==> config.mk <==
export PLATFORM = sky130hd
export DESIGN_NAME = result_unload
export DESIGN_NICKNAME = d
export VERILOG_FILES = /design/src/rtl/result_unload.sv
export SDC_FILE = /design/constraint.sdc
export NUM_CORES = 1
export LEC_CHECK = 0
export BUFFER_PORTS_ARGS = -buffer_cell sky130_fd_sc_hd__buf_2
export CORE_MARGIN = 5
export CORE_UTILIZATION = 40
export CTS_CLUSTER_DIAMETER = 150
export DETAILED_ROUTE_END_ITERATION = 8
export PLACE_DENSITY = 0.63
export SYNTH_ARGS = -nofsm -noshare
export SYNTH_HDL_FRONTEND = slang
export SYNTH_SLANG_ARGS = --single-unit
==> constraint.sdc <==
create_clock -name clk -period 3.2 [get_ports clk]
set_clock_uncertainty 0.1 [all_clocks]
set_input_delay 0.32 -clock clk [delete_from_list [all_inputs] [get_ports clk]]
set_output_delay 0.32 -clock clk [all_outputs]
set_load 0.02 [all_outputs]
==> src/rtl/result_unload.sv <==
// Burst reader: streams a contiguous register-file range out through a small
// FIFO with valid/ready handshake, issuing reads only when buffer space is reserved.
module result_unload #(
  parameter int DATA_WIDTH    = 32,
  parameter int RAM_ADDR_BITS = 5,
  parameter int FIFO_DEPTH    = 4
) (
  input  logic                     clk,
  input  logic                     rst,
  input  logic                     start,
  input  logic [RAM_ADDR_BITS-1:0] base_addr,
  input  logic [RAM_ADDR_BITS:0]   length,
  output logic [RAM_ADDR_BITS-1:0] rd_addr,
  input  logic [DATA_WIDTH-1:0]    rd_data,
  output logic [DATA_WIDTH-1:0]    dout,
  output logic                     dout_valid,
  input  logic                     dout_ready,
  output logic                     busy,
  output logic                     done
);

  localparam int LEN_W = RAM_ADDR_BITS + 1;
  localparam int PTR_W = (FIFO_DEPTH > 1) ? $clog2(FIFO_DEPTH) : 1;
  localparam int CNT_W = $clog2(FIFO_DEPTH + 1);
  localparam int SUM_W = CNT_W + 1;
  localparam logic [LEN_W-1:0] MAX_LEN = LEN_W'(2 ** RAM_ADDR_BITS);

  typedef enum logic [1:0] {
    IDLE,
    READ,
    DRAIN
  } state_t;

  state_t state, state_next;

  logic [LEN_W-1:0] eff_len;
  logic [LEN_W-1:0] remaining;   // reads still to issue
  logic [LEN_W-1:0] out_left;    // words still to hand to the consumer
  logic             v_addr;      // rd_addr holds an issued read this cycle
  logic             v_data;      // rd_data holds returned data this cycle
  logic             zero_done;
  logic             issue;
  logic             push;
  logic             pop;
  logic             credit_ok;
  logic [SUM_W-1:0] reserved;

  logic [DATA_WIDTH-1:0] mem [FIFO_DEPTH];
  logic [PTR_W-1:0]      wr_ptr;
  logic [PTR_W-1:0]      rd_ptr;
  logic [CNT_W-1:0]      count;

  function automatic logic [PTR_W-1:0] ptr_inc(input logic [PTR_W-1:0] p);
    return (p == PTR_W'(FIFO_DEPTH - 1)) ? '0 : p + PTR_W'(1);
  endfunction

  assign eff_len    = (length > MAX_LEN) ? MAX_LEN : length;
  assign dout_valid = (count != '0);
  assign dout       = dout_valid ? mem[rd_ptr] : '0;
  assign push       = v_data;
  assign pop        = dout_valid && dout_ready;
  assign busy       = (state != IDLE);

  // Words already buffered plus reads still in the two-stage return pipe.
  assign reserved  = {1'b0, count} + SUM_W'(v_addr) + SUM_W'(v_data);
  assign credit_ok = (reserved < SUM_W'(FIFO_DEPTH));

  assign done = !rst && (zero_done ||
                (pop && state != IDLE && out_left == LEN_W'(1)));

  always_ff @(posedge clk) begin
    if (rst) state <= IDLE;
    else     state <= state_next;
  end

  // NOTE: every signal assigned here gets a default first so no latch is inferred.
  always_comb begin
    state_next = state;
    issue      = 1'b0;
    unique case (state)
      IDLE: begin
        if (start && eff_len != '0) begin
          issue      = 1'b1;
          state_next = READ;
        end
      end
      READ: begin
        if (remaining == '0) begin
          state_next = DRAIN;
        end else if (credit_ok) begin
          issue = 1'b1;
          if (remaining == LEN_W'(1)) state_next = DRAIN;
        end
      end
      DRAIN: begin
        if (pop && out_left == LEN_W'(1)) state_next = IDLE;
      end
      default: state_next = IDLE;
    endcase
  end

  // NOTE: sequential state uses non-blocking assignments so all registers
  // update from the same pre-edge values.
  always_ff @(posedge clk) begin
    if (rst) begin
      rd_addr   <= '0;
      remaining <= '0;
      out_left  <= '0;
      v_addr    <= 1'b0;
      v_data    <= 1'b0;
      zero_done <= 1'b0;
      wr_ptr    <= '0;
      rd_ptr    <= '0;
      count     <= '0;
    end else begin
      zero_done <= (state == IDLE) && start && (eff_len == '0);
      v_addr    <= issue;
      v_data    <= v_addr;

      if (issue) begin
        if (state == IDLE) begin
          rd_addr   <= base_addr;
          remaining <= eff_len - LEN_W'(1);
          out_left  <= eff_len;
        end else begin
          rd_addr   <= rd_addr + RAM_ADDR_BITS'(1);
          remaining <= remaining - LEN_W'(1);
        end
      end

      if (pop && state != IDLE) out_left <= out_left - LEN_W'(1);

      if (push) wr_ptr <= ptr_inc(wr_ptr);
      if (pop)  rd_ptr <= ptr_inc(rd_ptr);
      count <= count + CNT_W'(push) - CNT_W'(pop);
    end
  end

  // NOTE: the storage array has no reset; dout is masked while the FIFO is empty,
  // so stale contents are never observable.
  always_ff @(posedge clk) begin
    if (push) mem[wr_ptr] <= rd_data;
  end

endmodule

==> impl_metrics.csv <==
group,metric,value,unit
power_and_ir_drop,p_switching,1.933,mW
finish,final_cell_mix,"edfxtp_1, buf_2, and2_1",
finish,fin_cells,763,
synth,synth_area_per_cell,15.71,um^2
finish,regArea,0.004467,mm^2
placed_design,placedCellCount,719,
route,vias,4010,
global_routing,gr-total-overflow,0,
sta,max_freq,375.0,MHz
clock_network,clock-sinks,159,
power_and_ir_drop,p_sw_share,31.58,%
clock_network,root_buffer,"clkbuf_16",
power_and_ir_drop,vdd_drop_max,0.4495,mV
global_routing,first_global_vias,4228,
route,post_drt_via_cell_ratio,5.256,
route,drc,0,
sta,slew_viol_final,0,
synth,synth_seq_cells,159,
synth,ys_seq_area_share,66.53,%
critical_path,critical_path_class,"register to primary output",
sta,setup_viol,0,
power_and_ir_drop,seq_power_share,40.7,%
floorplan,core-area,0.01652,mm^2
floorplan,die_x,139.5,um
power_and_ir_drop,p_leak,2.851,nW
sta,rsz0062_at_grt,"no",
global_routing,grtUsageTotal,14.30,%
clock_network,cts_resized,0,
sta,fin_setup_tns,0,ns
critical_path,endpoint_kind,"primary output",
critical_path,path_max_fanout,18,
power_and_ir_drop,power_density,761.7,mW/mm^2
synth,syn-num-nets,491,
route,initialDrtViolationCount,220,
route,drt_pre_antenna_iters,4,
finish,fillCellCount,1454,
sta,period_share,83.34,%
clock_network,clockBufferDepth,2,
finish,drive_gt1_share,30.57,%
synth,ys_types,60,
run,maxCapViolCount,0,
finish,diodes,0,
synth,async_flop_share,0,%
floorplan,start_util,40.61,%
floorplan,fp-row-count,47,
synth,synth_top_flop_cell,"edfxtp_1",
route,antenna_left,0,
clock_network,hold_buffers,12,
global_routing,grt_pass1_wl,21960,um
min_path,min_path_type,"primary input to register",
sta,hold_viol,0,
clock_network,clk-insertion-delay-late,0.41,ns
synth,yosysTopAreaCell,"edfxtp_1",
synth,synth_top_cell_area_share,57.28,%
placed_design,gp_congestion,0.8044,
clock_network,path_clk_slew,0.06,ns
finish,area.growth.synth_to_final,19.75,%
sta,post-route-min-period,2.667,ns
floorplan,io_pins,87,
critical_path,cp.arrival,2.25,ns
synth,yosys_warnings,0,
power_and_ir_drop,combPwrFrac,28.8,%
clock_network,postCtsSetupRepairBufs,0,
floorplan,die_area,0.01947,mm^2
synth,synth_edf_count,128,
clock_network,cts_made_buffers,17,
synth,synthTopCellsByArea,"edfxtp_1, mux4_2, dfxtp_1",
synth,netlist_area,0.006710,mm^2
placed_design,place.detailed.hpwl,8414,um
finish,final_cell_area,0.008035,mm^2
critical_path,start_kind,"register",
sta,max_slew_margin,40.13,%
clock_network,tritoncts,"built",
placed_design,postPlaceCellArea,0.007367,mm^2
clock_network,htreeDepth,4,
status,status,"completed",
sta,tightest_slew,0.8981,ns
global_routing,antenna_found_initial,1,
power_and_ir_drop,intPower,4.188,mW
route,finalWirelength,13320,um
route,wire_per_inst,17.46,um
critical_path,worstPathRequired,2.78,ns
finish,multi_input_area,0.002073,mm^2
finish,final_common_cell,"edfxtp_1",
finish,nNetsFinal,594,
power_and_ir_drop,clockPowerShare,30.5,%
synth,syn_inst,427,
global_routing,grt_max_degree,34,
floorplan,die_h,139.5,um
placed_design,portBuffers,86,
-- logic make-up (layout without fill, tap and decap cells) --
group / after synthesis / after routing / synth area share, %
buffers and inverters: 38 / 154 / 2.648
DFF: 159 / 159 / 66.53
adders and majority gates: 17 / 17 / 3.282
xor gates and xnor gates: 3 / 3 / 0.3916
muxes: 37 / 37 / 11.52
and+or+nand+nor: 113 / 113 / 9.305
AOI/OAI and AO/OA: 60 / 60 / 6.321
-- routing by layer --
layer  global-route usage, %  up-vias  wire (um)
met3                   4.803        8        695
met2                   24.22      115       6817
met1                   17.84     2019       5758
met4                   3.399        2         46
li1                        -     1866          -
met5                       0        -          7
-- cells in the mapped netlist (4+ instances only) --
cell type    n
nand2b_1     4
and2_1      37
o31ai_1      4
nor3_1      13
a211oi_1     5
ha_1        16
nand2_1     14
o21ai_0      5
nand3_1      6
nor2_1      20
inv_1       19
mux4_2      32
o31a_1       4
a21oi_1     18
dfxtp_1     31
edfxtp_1   128
clkbuf_1    10
-- flip-flops by register name, indices dropped and copies added (netlist names), 2 cells and up, named ones only --
signal,cells
state,2
rd_ptr,2
rd_addr,5
count,3
wr_ptr,2
out_left,6
mem,128
remaining,6
-- worst max-delay path, cell delays in order (launching register included) --
cell and delay (ns):
dfxtp_1 0.48, nor2_2 0.68, nor2_1 0.22, a21oi_1 0.20, nor2_1 0.06, buf_2 0.18
-- power groups by stage --
stage	Clock [mW]	Sequential [mW]	Combinational, mW
2_1_floorplan	0	2.51	1.25
3_3_place_gp	0	2.52	1.76
3_5_place_dp	0	2.53	1.79
4_1_cts	1.92	2.49	1.80
5_1_grt	2.01	2.50	1.94
6_report	1.87	2.49	1.77
-- per-stage QoR --
stage	setup WS (ns)	hold slack [ns]	util [%]	power [mW]
2_1_floorplan	0.9852	0.3189	-	3.755
3_3_place_gp	0.8150	0.3614	44.58	4.279
3_5_place_dp	0.6589	0.3651	44.58	4.316
4_1_cts	0.5252	0.0008788	48.63	6.206
5_1_grt	0.3679	0.002364	48.63	6.456
6_report	0.5330	0.02694	48.63	6.121
-- final cells by class --
cell class / instances / area share [%]
Sequential cell: 159 / 55.59
Multi-Input combinational cell: 230 / 25.80
Timing Repair Buffer: 103 / 7.474
Clock buffer: 22 / 5.528
Tap cell: 220 / 3.426
Clock inverter: 10 / 1.292
Inverter: 19 / 0.8876
-- worst paths after layout --
| kind | from | endpoint | slack (ns) | cells past startpoint |
|---|---|---|---|---|
| worst max register to register | count[1] | count[2] | 0.65 | 9 |
| worst min register to register | v_addr | push | 0.38 | 1 |
| worst min-delay path | rd_data[25] | mem[2][25] | 0.03 | 1 |
| worst max-delay path | state[1] | done | 0.53 | 5 |
(Power assumes the default switching activity.)
